File: src/rtl/stream_pkg.sv
// Shared types and helpers for the stream scan controller and the
// pipelines it drives.
package stream_pkg;

    typedef enum logic [1:0] {
        ST_IDLE  = 2'd0,
        ST_RUN   = 2'd1,
        ST_DRAIN = 2'd2,
        ST_DONE  = 2'd3
    } state_t;

    // Ceiling log2, never narrower than one bit so it can size any port.
    function automatic int log2(input int value);
        int result;
        result = 1;
        while ((32'sd1 <<< result) < value) begin
            result = result + 32'sd1;
        end
        return result;
    endfunction

    // Cycles from a pixel entering a patch pipeline until its patch is complete.
    function automatic int pipe_latency(input int patch_height, input int patch_width,
                                        input int center_v, input int center_h,
                                        input int frame_width);
        return (patch_height - 32'sd1 - center_v) * frame_width
             + (patch_width - 32'sd1 - center_h) + 32'sd2;
    endfunction

endpackage

File: src/rtl/stream_scan_ctrl_scan_counter.sv
// Raster position counter: hcnt runs fastest and wraps into vcnt; both
// advance only when adv is high.
module scan_counter
    import stream_pkg::*;
#(
    parameter int FRAME_HEIGHT = 525,
    parameter int FRAME_WIDTH  = 800
) (
    input  logic                           clock,
    input  logic                           n_rst,
    input  logic                           clear,
    input  logic                           adv,
    output logic [log2(FRAME_HEIGHT)-1:0]  vcnt,
    output logic [log2(FRAME_WIDTH)-1:0]   hcnt,
    output logic                           frame_end
);

    localparam int VW = log2(FRAME_HEIGHT);
    localparam int HW = log2(FRAME_WIDTH);

    logic last_col_s;
    logic last_row_s;

    assign last_col_s = (hcnt == HW'(FRAME_WIDTH - 1));
    assign last_row_s = (vcnt == VW'(FRAME_HEIGHT - 1));
    assign frame_end  = adv && last_col_s && last_row_s;

    // Position register with wrap at line and frame end.
    always_ff @(posedge clock) begin
        if (!n_rst) begin
            vcnt <= '0;
            hcnt <= '0;
        end else if (clear) begin
            vcnt <= '0;
            hcnt <= '0;
        end else if (adv) begin
            if (last_col_s) begin
                hcnt <= '0;
                vcnt <= last_row_s ? '0 : vcnt + VW'(1);
            end else begin
                hcnt <= hcnt + HW'(1);
            end
        end
    end

endmodule

File: src/rtl/stream_scan_ctrl.sv
// Frame sequencer for a patch-extraction pipeline: merges a valid/ready
// pixel source into a full raster scan and flushes the pipeline at the end.
module stream_scan_ctrl
    import stream_pkg::*;
#(
    parameter int BIT_WIDTH    = 8,
    parameter int IMAGE_HEIGHT = 480,
    parameter int IMAGE_WIDTH  = 640,
    parameter int FRAME_HEIGHT = 525,
    parameter int FRAME_WIDTH  = 800,
    parameter int DRAIN_CYCLES = 2 * FRAME_WIDTH + 4,
    parameter int FRAMES_BITW  = 16
) (
    input  logic                           clock,
    input  logic                           n_rst,
    input  logic                           start,
    input  logic [FRAMES_BITW-1:0]         num_frames,
    output logic                           busy,
    output logic                           done,
    input  logic                           src_valid,
    input  logic [BIT_WIDTH-1:0]           src_pixel,
    output logic                           src_ready,
    input  logic                           dst_stall,
    output logic                           out_enable,
    output logic [BIT_WIDTH-1:0]           out_pixel,
    output logic [log2(FRAME_HEIGHT)-1:0]  out_vcnt,
    output logic [log2(FRAME_WIDTH)-1:0]   out_hcnt
);

    localparam int VW = log2(FRAME_HEIGHT);
    localparam int HW = log2(FRAME_WIDTH);
    localparam int DW = log2(DRAIN_CYCLES + 1);
    localparam int FW = FRAMES_BITW + 1;

    state_t                 state_r;
    state_t                 state_next_s;
    logic [FRAMES_BITW-1:0] nf_r;
    logic [FRAMES_BITW-1:0] frame_cnt_r;
    logic [DW-1:0]          drain_cnt_r;
    logic [VW-1:0]          vcnt_s;
    logic [HW-1:0]          hcnt_s;
    logic                   frame_end_s;
    logic                   active_s;
    logic                   run_adv_s;
    logic                   adv_s;
    logic                   clear_s;
    logic                   last_frame_s;
    logic                   drain_last_s;

    scan_counter #(
        .FRAME_HEIGHT (FRAME_HEIGHT),
        .FRAME_WIDTH  (FRAME_WIDTH)
    ) u_scan_counter (
        .clock     (clock),
        .n_rst     (n_rst),
        .clear     (clear_s),
        .adv       (run_adv_s),
        .vcnt      (vcnt_s),
        .hcnt      (hcnt_s),
        .frame_end (frame_end_s)
    );

    assign active_s     = (vcnt_s < VW'(IMAGE_HEIGHT)) && (hcnt_s < HW'(IMAGE_WIDTH));
    assign clear_s      = (state_r == ST_IDLE) && start;
    assign src_ready    = (state_r == ST_RUN) && active_s && !dst_stall;
    // Blanking advances freely; an active position waits for the source.
    assign run_adv_s    = (state_r == ST_RUN) && !dst_stall && (!active_s || src_valid);
    // Compared one bit wider so the largest frame count cannot wrap.
    assign last_frame_s = (FW'(frame_cnt_r) + FW'(1)) == FW'(nf_r);
    assign drain_last_s = (drain_cnt_r == DW'(DRAIN_CYCLES - 1));

    // Next-state and advance decode.
    always_comb begin
        state_next_s = state_r;
        adv_s        = 1'b0;
        case (state_r)
            ST_IDLE: begin
                if (start) begin
                    state_next_s = ST_RUN;
                end else begin
                    state_next_s = ST_IDLE;
                end
            end
            ST_RUN: begin
                adv_s = run_adv_s;
                if (frame_end_s && last_frame_s) begin
                    state_next_s = ST_DRAIN;
                end else begin
                    state_next_s = ST_RUN;
                end
            end
            ST_DRAIN: begin
                adv_s = !dst_stall;
                if (adv_s && drain_last_s) begin
                    state_next_s = ST_DONE;
                end else begin
                    state_next_s = ST_DRAIN;
                end
            end
            ST_DONE: begin
                state_next_s = ST_IDLE;
            end
            default: begin
                state_next_s = ST_IDLE;
            end
        endcase
    end

    // State, frame count and drain count.
    always_ff @(posedge clock) begin
        if (!n_rst) begin
            state_r     <= ST_IDLE;
            nf_r        <= '0;
            frame_cnt_r <= '0;
            drain_cnt_r <= '0;
        end else begin
            state_r <= state_next_s;
            case (state_r)
                ST_IDLE: begin
                    if (start) begin
                        nf_r        <= (num_frames == '0) ? FRAMES_BITW'(1) : num_frames;
                        frame_cnt_r <= '0;
                        drain_cnt_r <= '0;
                    end
                end
                ST_RUN: begin
                    if (frame_end_s) begin
                        frame_cnt_r <= frame_cnt_r + FRAMES_BITW'(1);
                    end
                end
                ST_DRAIN: begin
                    if (adv_s) begin
                        drain_cnt_r <= drain_cnt_r + DW'(1);
                    end
                end
                default: begin
                end
            endcase
        end
    end

    // Registered pipeline outputs and status.
    always_ff @(posedge clock) begin
        if (!n_rst) begin
            out_enable <= 1'b0;
            out_pixel  <= '0;
            out_vcnt   <= '0;
            out_hcnt   <= '0;
            busy       <= 1'b0;
            done       <= 1'b0;
        end else begin
            out_enable <= adv_s;
            busy       <= (state_next_s != ST_IDLE);
            done       <= (state_next_s == ST_DONE);
            if (adv_s) begin
                if (state_r == ST_DRAIN) begin
                    out_pixel <= '0;
                    out_vcnt  <= VW'(FRAME_HEIGHT - 1);
                    out_hcnt  <= HW'(FRAME_WIDTH - 1);
                end else begin
                    out_pixel <= active_s ? src_pixel : '0;
                    out_vcnt  <= vcnt_s;
                    out_hcnt  <= hcnt_s;
                end
            end
        end
    end

endmodule

File: config.mk
export PLATFORM = sky130hd
export DESIGN_NAME = stream_scan_ctrl
export DESIGN_NICKNAME = d
export VERILOG_FILES = /design/src/rtl/stream_pkg.sv /design/src/rtl/stream_scan_ctrl_scan_counter.sv /design/src/rtl/stream_scan_ctrl.sv
export SDC_FILE = /design/constraint.sdc
export NUM_CORES = 1
export LEC_CHECK = 0
export ABC_CLOCK_PERIOD_IN_PS = 5700
export CORE_ASPECT_RATIO = 0.75
export CORE_MARGIN = 3
export CORE_UTILIZATION = 61
export DETAILED_ROUTE_END_ITERATION = 12
export DONT_BUFFER_PORTS = 1
export PLACE_DENSITY_LB_ADDON = 0.05
export SYNTH_ARGS = -nofsm -noshare
export SYNTH_HDL_FRONTEND = slang
export SYNTH_SLANG_ARGS = --single-unit
File: constraint.sdc
create_clock -name clock -period 5.7 [get_ports clock]
set_input_delay 1.14 -clock clock [delete_from_list [all_inputs] [get_ports clock]]
set_output_delay 1.14 -clock clock [all_outputs]
set_load 0.03 [all_outputs]
**Word-level counts from Yosys, hierarchy flattened**

Cells that the tools add are included.

- Register bits: 96
- Latch bits: 0
- Bits in writable memories: 0
- Memory bits (read-only): 0
- Input port bits: 29
- Output and inout bits: 32
- Memories: 0

- Add/subtract/negate cells: 5
- Multipliers: 0
- Div/mod/pow operators: 0
- Magnitude comparators: 2
- Equal/unequal tests: 11
- Shift operators: 0
- Muxes and demuxes: 18
- Bitwise operators: 1
- Reduce and logical (&&, ||, !) cells: 23

Operators with widths:

| operator | count |
|---|---|
| 16-bit 2-to-1 mux | 3 |
| 10-bit 2-to-1 mux | 4 |
| 16-bit one-hot mux with 2 select lines | 1 |
| 11-bit 2-to-1 mux | 2 |
| 11-bit one-hot mux with 2 select lines | 1 |
| 10-bit by 1-bit adder with 10-bit output, second input constant | 2 |
| 10-bit == test, second input constant | 2 |
| 16-bit by 1-bit adder with 17-bit output, second input constant | 1 |
| 17-bit by 16-bit == test with 1-bit output | 1 |
| 16-bit by 1-bit adder with 16-bit output, second input constant | 1 |
| 16-bit zero test | 1 |
| 8-bit 2-to-1 mux | 2 |
| 11-bit by 1-bit adder with 11-bit output, second input constant | 1 |
| 11-bit == test, second input constant | 1 |
| 1-bit logical AND | 10 |
| 10-bit < comparator, second input constant | 1 |
| 10-bit by 9-bit < comparator with 1-bit output, second input constant | 1 |
| 2-bit one-hot mux with 4 select lines | 1 |
| 2-bit == test, second input constant | 3 |
| 2-bit != test, second input constant | 3 |
| 3-bit AND reduction | 2 |
| 2-bit nonzero test | 3 |
| 2-bit AND reduction | 2 |
| 2-bit by 1-bit == test with 1-bit output, second input constant | 1 |
| 8 further kinds | 10 |

**Depth between registers and ports, before layout**

- Depth after elaboration: 11
- Depth in mapped cells: 10
- Depth with buffers taken out: 9

**Modules after synthesis**

A second synthesis with hierarchy kept.

- Cells, all modules: 582
- Area, all modules: 4784.6 sq um

Modules (own cells, without submodules):

| module | instances | cells an instance | area each (sq um) | sequential area each (sq um) |
|---|---|---|---|---|
| stream_scan_ctrl | 1 | 462 | 3746.1 | 1521.5 |
| scan_counter | 1 | 120 | 1038.5 | 400.4 |

**Worst setup path before layout**

No wires, ideal clock.

- Path kind: input -> register
- Start point: in dst_stall
- End point: reg busy
- Library setup time: 124 ps
- Data arrival time: 3745 ps
- Required time: 5576 ps
- Slack: 1831 ps
- Cell stages on the path: 7
- Path buffers: 0
- Cell sequence: or2b_1 or4_4 or4_1 or4_1 or4_4 a31oi_1 a21oi_2

- Cells in the longest elaborated chain, start to end: 9

Ends and longest elaborated chain:

| what | RTL line | RTL |
|---|---|---|
| start, declared | stream_scan_ctrl.sv:23 | `input logic dst_stall,` |
| 1-bit zero test * | stream_scan_ctrl.sv:67, stream_scan_ctrl.sv:93 |  |
| 1-bit logical AND (2 in a row) | stream_scan_ctrl.sv:67 | `assign run_adv_s = (state_r == ST_RUN) && !dst_stall && (!active_s \|\| src_valid);` |
| 1-bit logical AND (2 in a row) | stream_scan_ctrl_scan_counter.sv:26 | `assign frame_end = adv && last_col_s && last_row_s;` |
| 1-bit logical AND | stream_scan_ctrl.sv:86 | `if (frame_end_s && last_frame_s) begin` |
| 2-bit 2-to-1 mux | stream_scan_ctrl.sv:86 |  |
| 2-bit one-hot mux with 4 select lines * | stream_scan_ctrl.sv:76 | `case (state_r)` |
| 2-bit nonzero test * | stream_scan_ctrl.sv:153 | `busy <= (state_next_s != ST_IDLE);` |
| end signal, assigned | stream_scan_ctrl.sv:153 |  |
| end, declared | stream_scan_ctrl.sv:18 | `output logic busy,` |

Every way passes the cells marked *; elsewhere a longest branch is shown, timed or not.
A chain may end at the register's enable or synchronous reset.

**Worst setup path after layout**

- Start point: reg state_r[1]
- End point: reg busy

- Cells in the longest elaborated chain, start to end: 9

Ends and longest elaborated chain:

| what | RTL line | RTL |
|---|---|---|
| start, declared | stream_scan_ctrl.sv:35 | `state_t state_r;` |
| start signal, assigned | stream_scan_ctrl.sv:117 | `state_r <= state_next_s;` |
| 2-bit by 1-bit == test with 1-bit output | stream_scan_ctrl.sv:67, stream_scan_ctrl.sv:76 |  |
| 1-bit logical AND (2 in a row) | stream_scan_ctrl.sv:67 |  |
| 1-bit logical AND (2 in a row) | stream_scan_ctrl_scan_counter.sv:26 |  |
| 1-bit logical AND | stream_scan_ctrl.sv:86 |  |
| 2-bit 2-to-1 mux | stream_scan_ctrl.sv:86 |  |
| 2-bit one-hot mux with 4 select lines * | stream_scan_ctrl.sv:76 |  |
| 2-bit nonzero test * | stream_scan_ctrl.sv:153 |  |

Marked as above.

==> out/summary.md <==
Root buffer selected by CTS: clkbuf_8. Timing would allow up to 248 MHz. STA classifies the critical path endpoint as a register. For this run, asynchronously set or reset flops after synthesis account for 0%. The tools report the sum of internal, switching and leakage power as 1.27 mW. By startpoint and endpoint, the worst setup path is classified as reg -> reg. At the end of routability-driven placement, the weighted congestion stood at 0.889. The worst register-to-register path has a setup slack of 1.66 ns.

The tools report the total CTS buffers as 9. The mapped netlist covers 0.00458 sq mm. Yosys printed 0 warnings. The maximum number of buffers from clock root to sink was 2; the vertical die dimension was 81.0 microns.

The total global routing overflow is 0. The number of endpoints with negative hold slack in the final report was 0; the global routing usage on met2 was 35.1%. The run gives 0 as the total DRC errors in the routed layout. Clock latency on the worst-skew pair, taken at its later pin, is 0.37 ns. At the worst endpoint, the arrival time is 4.28 ns. Registers take 0.00192 sq mm. For the final database, setup skew stands at 0.0110 ns.

The final instance area was 0.00483 sq mm. The total die area was 0.00859 sq mm. The die width was 106 microns. Entering global routing, the biggest net connects 34 pins.

Startpoint of the most critical register-to-register path: state_r[1]. The HPWL after detailed placement is 7640 microns. Global routing consumed, over all layers together, 24.9% of the routing resources.

Adding up every negative setup slack in the final design gives 0 ns. At the pin with the least slew margin, the transition time is 1.13 ns. In this run the power density over the cells is 262 mW/mm^2. After filler insertion, the fill cell instance count of the layout stands at 606. In this run the critical register-to-register path is captured at busy. The tools report the static leakage as 1.74 nW.

After detailed routing, the average wire length per cell comes to 16.6 microns. Highest-utilization routing layer at the global route stage: met1. The run gives 0 as the setup-violating endpoint count in the final report. The critical hold path startpoint was drain_cnt_r[1]. The number of vias after detailed routing is 3823. Synthesis handed over a netlist of 541 instances.

Headroom to the max-slew limit came out at 24.2%. The number of detailed-routing iterations run before antenna repair is 5. The number of gates resized after CTS is 0. Relative to the synthesized area, the layout overhead comes to 5.49%. STA classifies the critical path startpoint as a register. The run gives 5.94 ns as the required arrival time at the worst endpoint. The number of antenna diodes in the final layout is 0. The run gives 0 as the remaining antenna violation count. The first routing iteration left 215 violations.

Placeable core area: 0.00703 sq mm. The effective utilization at floorplan was 65.1%; the wire length of the first global-routing pass was 17000 microns. After synthesis, the largest family of logic cells by area is simple AND/OR/NAND/NOR gates.

The xor and xnor area share after synthesis is 8.42%, and the clock sink total is 96. The multi-input combinational cells in the finished layout cover a total of 0.00247 sq mm. For the worst flop-to-flop path, the logic depth is 9. After layout, the minimum clock period comes to 4.04 ns. The via density per instance was 6.05; the area share of fa/ha/maj cells after synthesis was 2.19%. The clock transition time at the flip-flop clock pins of the worst setup and hold paths is 0.09 ns. VDD sags by at most 0.273 mV. The count of buffers added by post-CTS timing repair for setup came out at 0. After layout, the worst path uses 70.8% of the clock period. dfxtp_1 takes more of the synthesized area than any other cell. The number of slew-limit violations in the final report was 0. In this run the core area contains 26 standard-cell rows. The mux cell area share after synthesis is 0.902%, and the share of the synthesized area in compound gates (AO/OA/AOI/OAI) is 15.4%. Wires add up to 10500 microns. The path with the worst hold slack has its endpoint at drain_cnt_r[1]. The number of hold buffers added after CTS was 0.

Cells with a size suffix above 1 make up 6.18% of the layout. The tools report the via count of the first global-routing pass as 3415. Global routing used 36.8% of the available met1 tracks. The count of state elements after synthesis is 96, and the count of flip-flops with a built-in enable after synthesis is 0. The peak fanout along the critical path came out at 20. Yosys attributes the largest share of cell area to dfxtp_1 42%, a22o_1 5.5%, nand2_1 5.3%. The post-synthesis cell type count is 55, and the hold-critical path depth is 2.

The flow ran to the end, and the final reports show no timing, DRC or antenna violations. Each instance of the synthesized netlist takes up on average 8.46 sq um. For this run, the number of standard cells in the final layout without fillers is 632. The number of placed instances, taps included, is 616. The final design utilization came out at 68.7%. The worst min-delay path class was reg -> reg.

TritonCTS built the clock tree. The main flop type after synthesis was dfxtp_1. The port buffer count is 0, and the cell area after placement is 0.00460 sq mm. The logs give 3 for the number of H-tree branching levels and 566 for the final net count.

After Yosys synthesis, and, or, nand and nor cells account for 27.1% of the synthesized area. The number of nets in the synthesized netlist is 578. For this run, global-route usage on met3 was measured as 9.29%. The share of Yosys cell area claimed by the top area cell type is 42.0%. The number of violations of the max-capacitance limit was 0; the initial antenna violation count was 0.

Setup repair after global routing left no endpoint under its margin. In this run the count of I/O pins placed on the die edge is 61. Sequential cells were found to cover 42.0% of the synthesized design area.
## routing by layer
metal  wire [microns]  share of wire [%]  up-vias
met5                0                  0        -
met4               50               0.48        0
met3              955                9.1        7
met2             4250                 41      132
met1             5240                 50     1775
li1                 -                  -     1909
## layout by cell type (no fill, tap or decap), types with 8 or more instances in the layout
cell type,synthesis,final
o21ai_0,14,14
or3_1,11,11
xor2_1,25,25
a211oi_1,10,10
ha_1,8,8
xnor2_1,19,19
nor2_1,61,61
nor3_1,9,9
a21oi_1,29,29
nand2_1,65,65
nand3_1,22,22
nor4_1,8,8
clkbuf_8,2,10
and3_1,12,12
nand4_1,20,20
dfxtp_1,96,96
a22o_1,29,29
inv_1,15,15
## worst max path at each step
stage	start	endpoint	slack [ns]	depth (start not counted)
CTS	state_r[1]	busy	1.69	9
global placement	dst_stall	busy	1.75	7
floorplan	dst_stall	busy	1.83	7
detailed placement	dst_stall	busy	1.68	7
finish	state_r[1]	busy	1.66	9
global route	state_r[1]	busy	1.50	9
## registers in the layout, indices dropped and copies added, names as in the netlist
signal / flops
u_scan_counter.hcnt: 10
out_pixel: 8
out_vcnt: 10
done: 1
drain_cnt_r: 11
nf_r: 16
busy: 1
frame_cnt_r: 16
u_scan_counter.vcnt: 10
out_enable: 1
out_hcnt: 10
state_r: 2
## cells by family (layout without fill, tap and decap cells)
family                   Yosys count  count (layout)
AO/OA/AOI/OAI                    102             102
multiplexers                       4               4
AND/OR/NAND/NOR                  245             245
flip-flops                        96              96
buffers and inverters             42              35
adder cells (fa/ha/maj)            8               8
XOR/XNOR                          44              44
## power breakdown
part	internal, mW	leakage [nW]	switching, mW
Clock	0.260	0.113	0.238
Combinational	0.0260	0.852	0.0467
Sequential	0.680	0.776	0.0138
## critical path, stage by stage (launching register included)
cell and delay [ns]:
dfxtp_1 0.34, inv_1 0.10, ha_1 0.64, or2b_1 0.34, or4_4 0.58, or4_1 0.52
or4_1 0.54, or4_4 0.51, a31oi_1 0.26, a21oi_2 0.08
## area by class of cell
| class | count | area share [%] |
|---|---|---|
| repair buffers | 3 | 0.466 |
| clock buffers | 10 | 2.85 |
| multi-input cells | 403 | 51.2 |
| inverters | 16 | 1.24 |
| flip-flops and latches | 96 | 39.8 |
| well taps | 98 | 2.54 |
| clock inverters | 6 | 1.87 |
## cells in the mapped netlist, types with 9 or more instances
cell type / instances
nor3_1: 9
xnor2_1: 19
a21oi_1: 29
nand2_1: 65
a22o_1: 29
a211oi_1: 10
nor2_1: 61
inv_1: 15
o21ai_0: 14
nand3_1: 22
xor2_1: 25
and3_1: 12
or3_1: 11
clkbuf_1: 21
dfxtp_1: 96
nand4_1: 20
## metrics by stage
step                hold WS [ns]  worst slack [ns]
floorplan                  0.455              1.83
global placement           0.476              1.75
detailed placement         0.480              1.68
CTS                        0.493              1.69
global route               0.520              1.50
finish                     0.496              1.66
(Power assumes the default switching activity.)
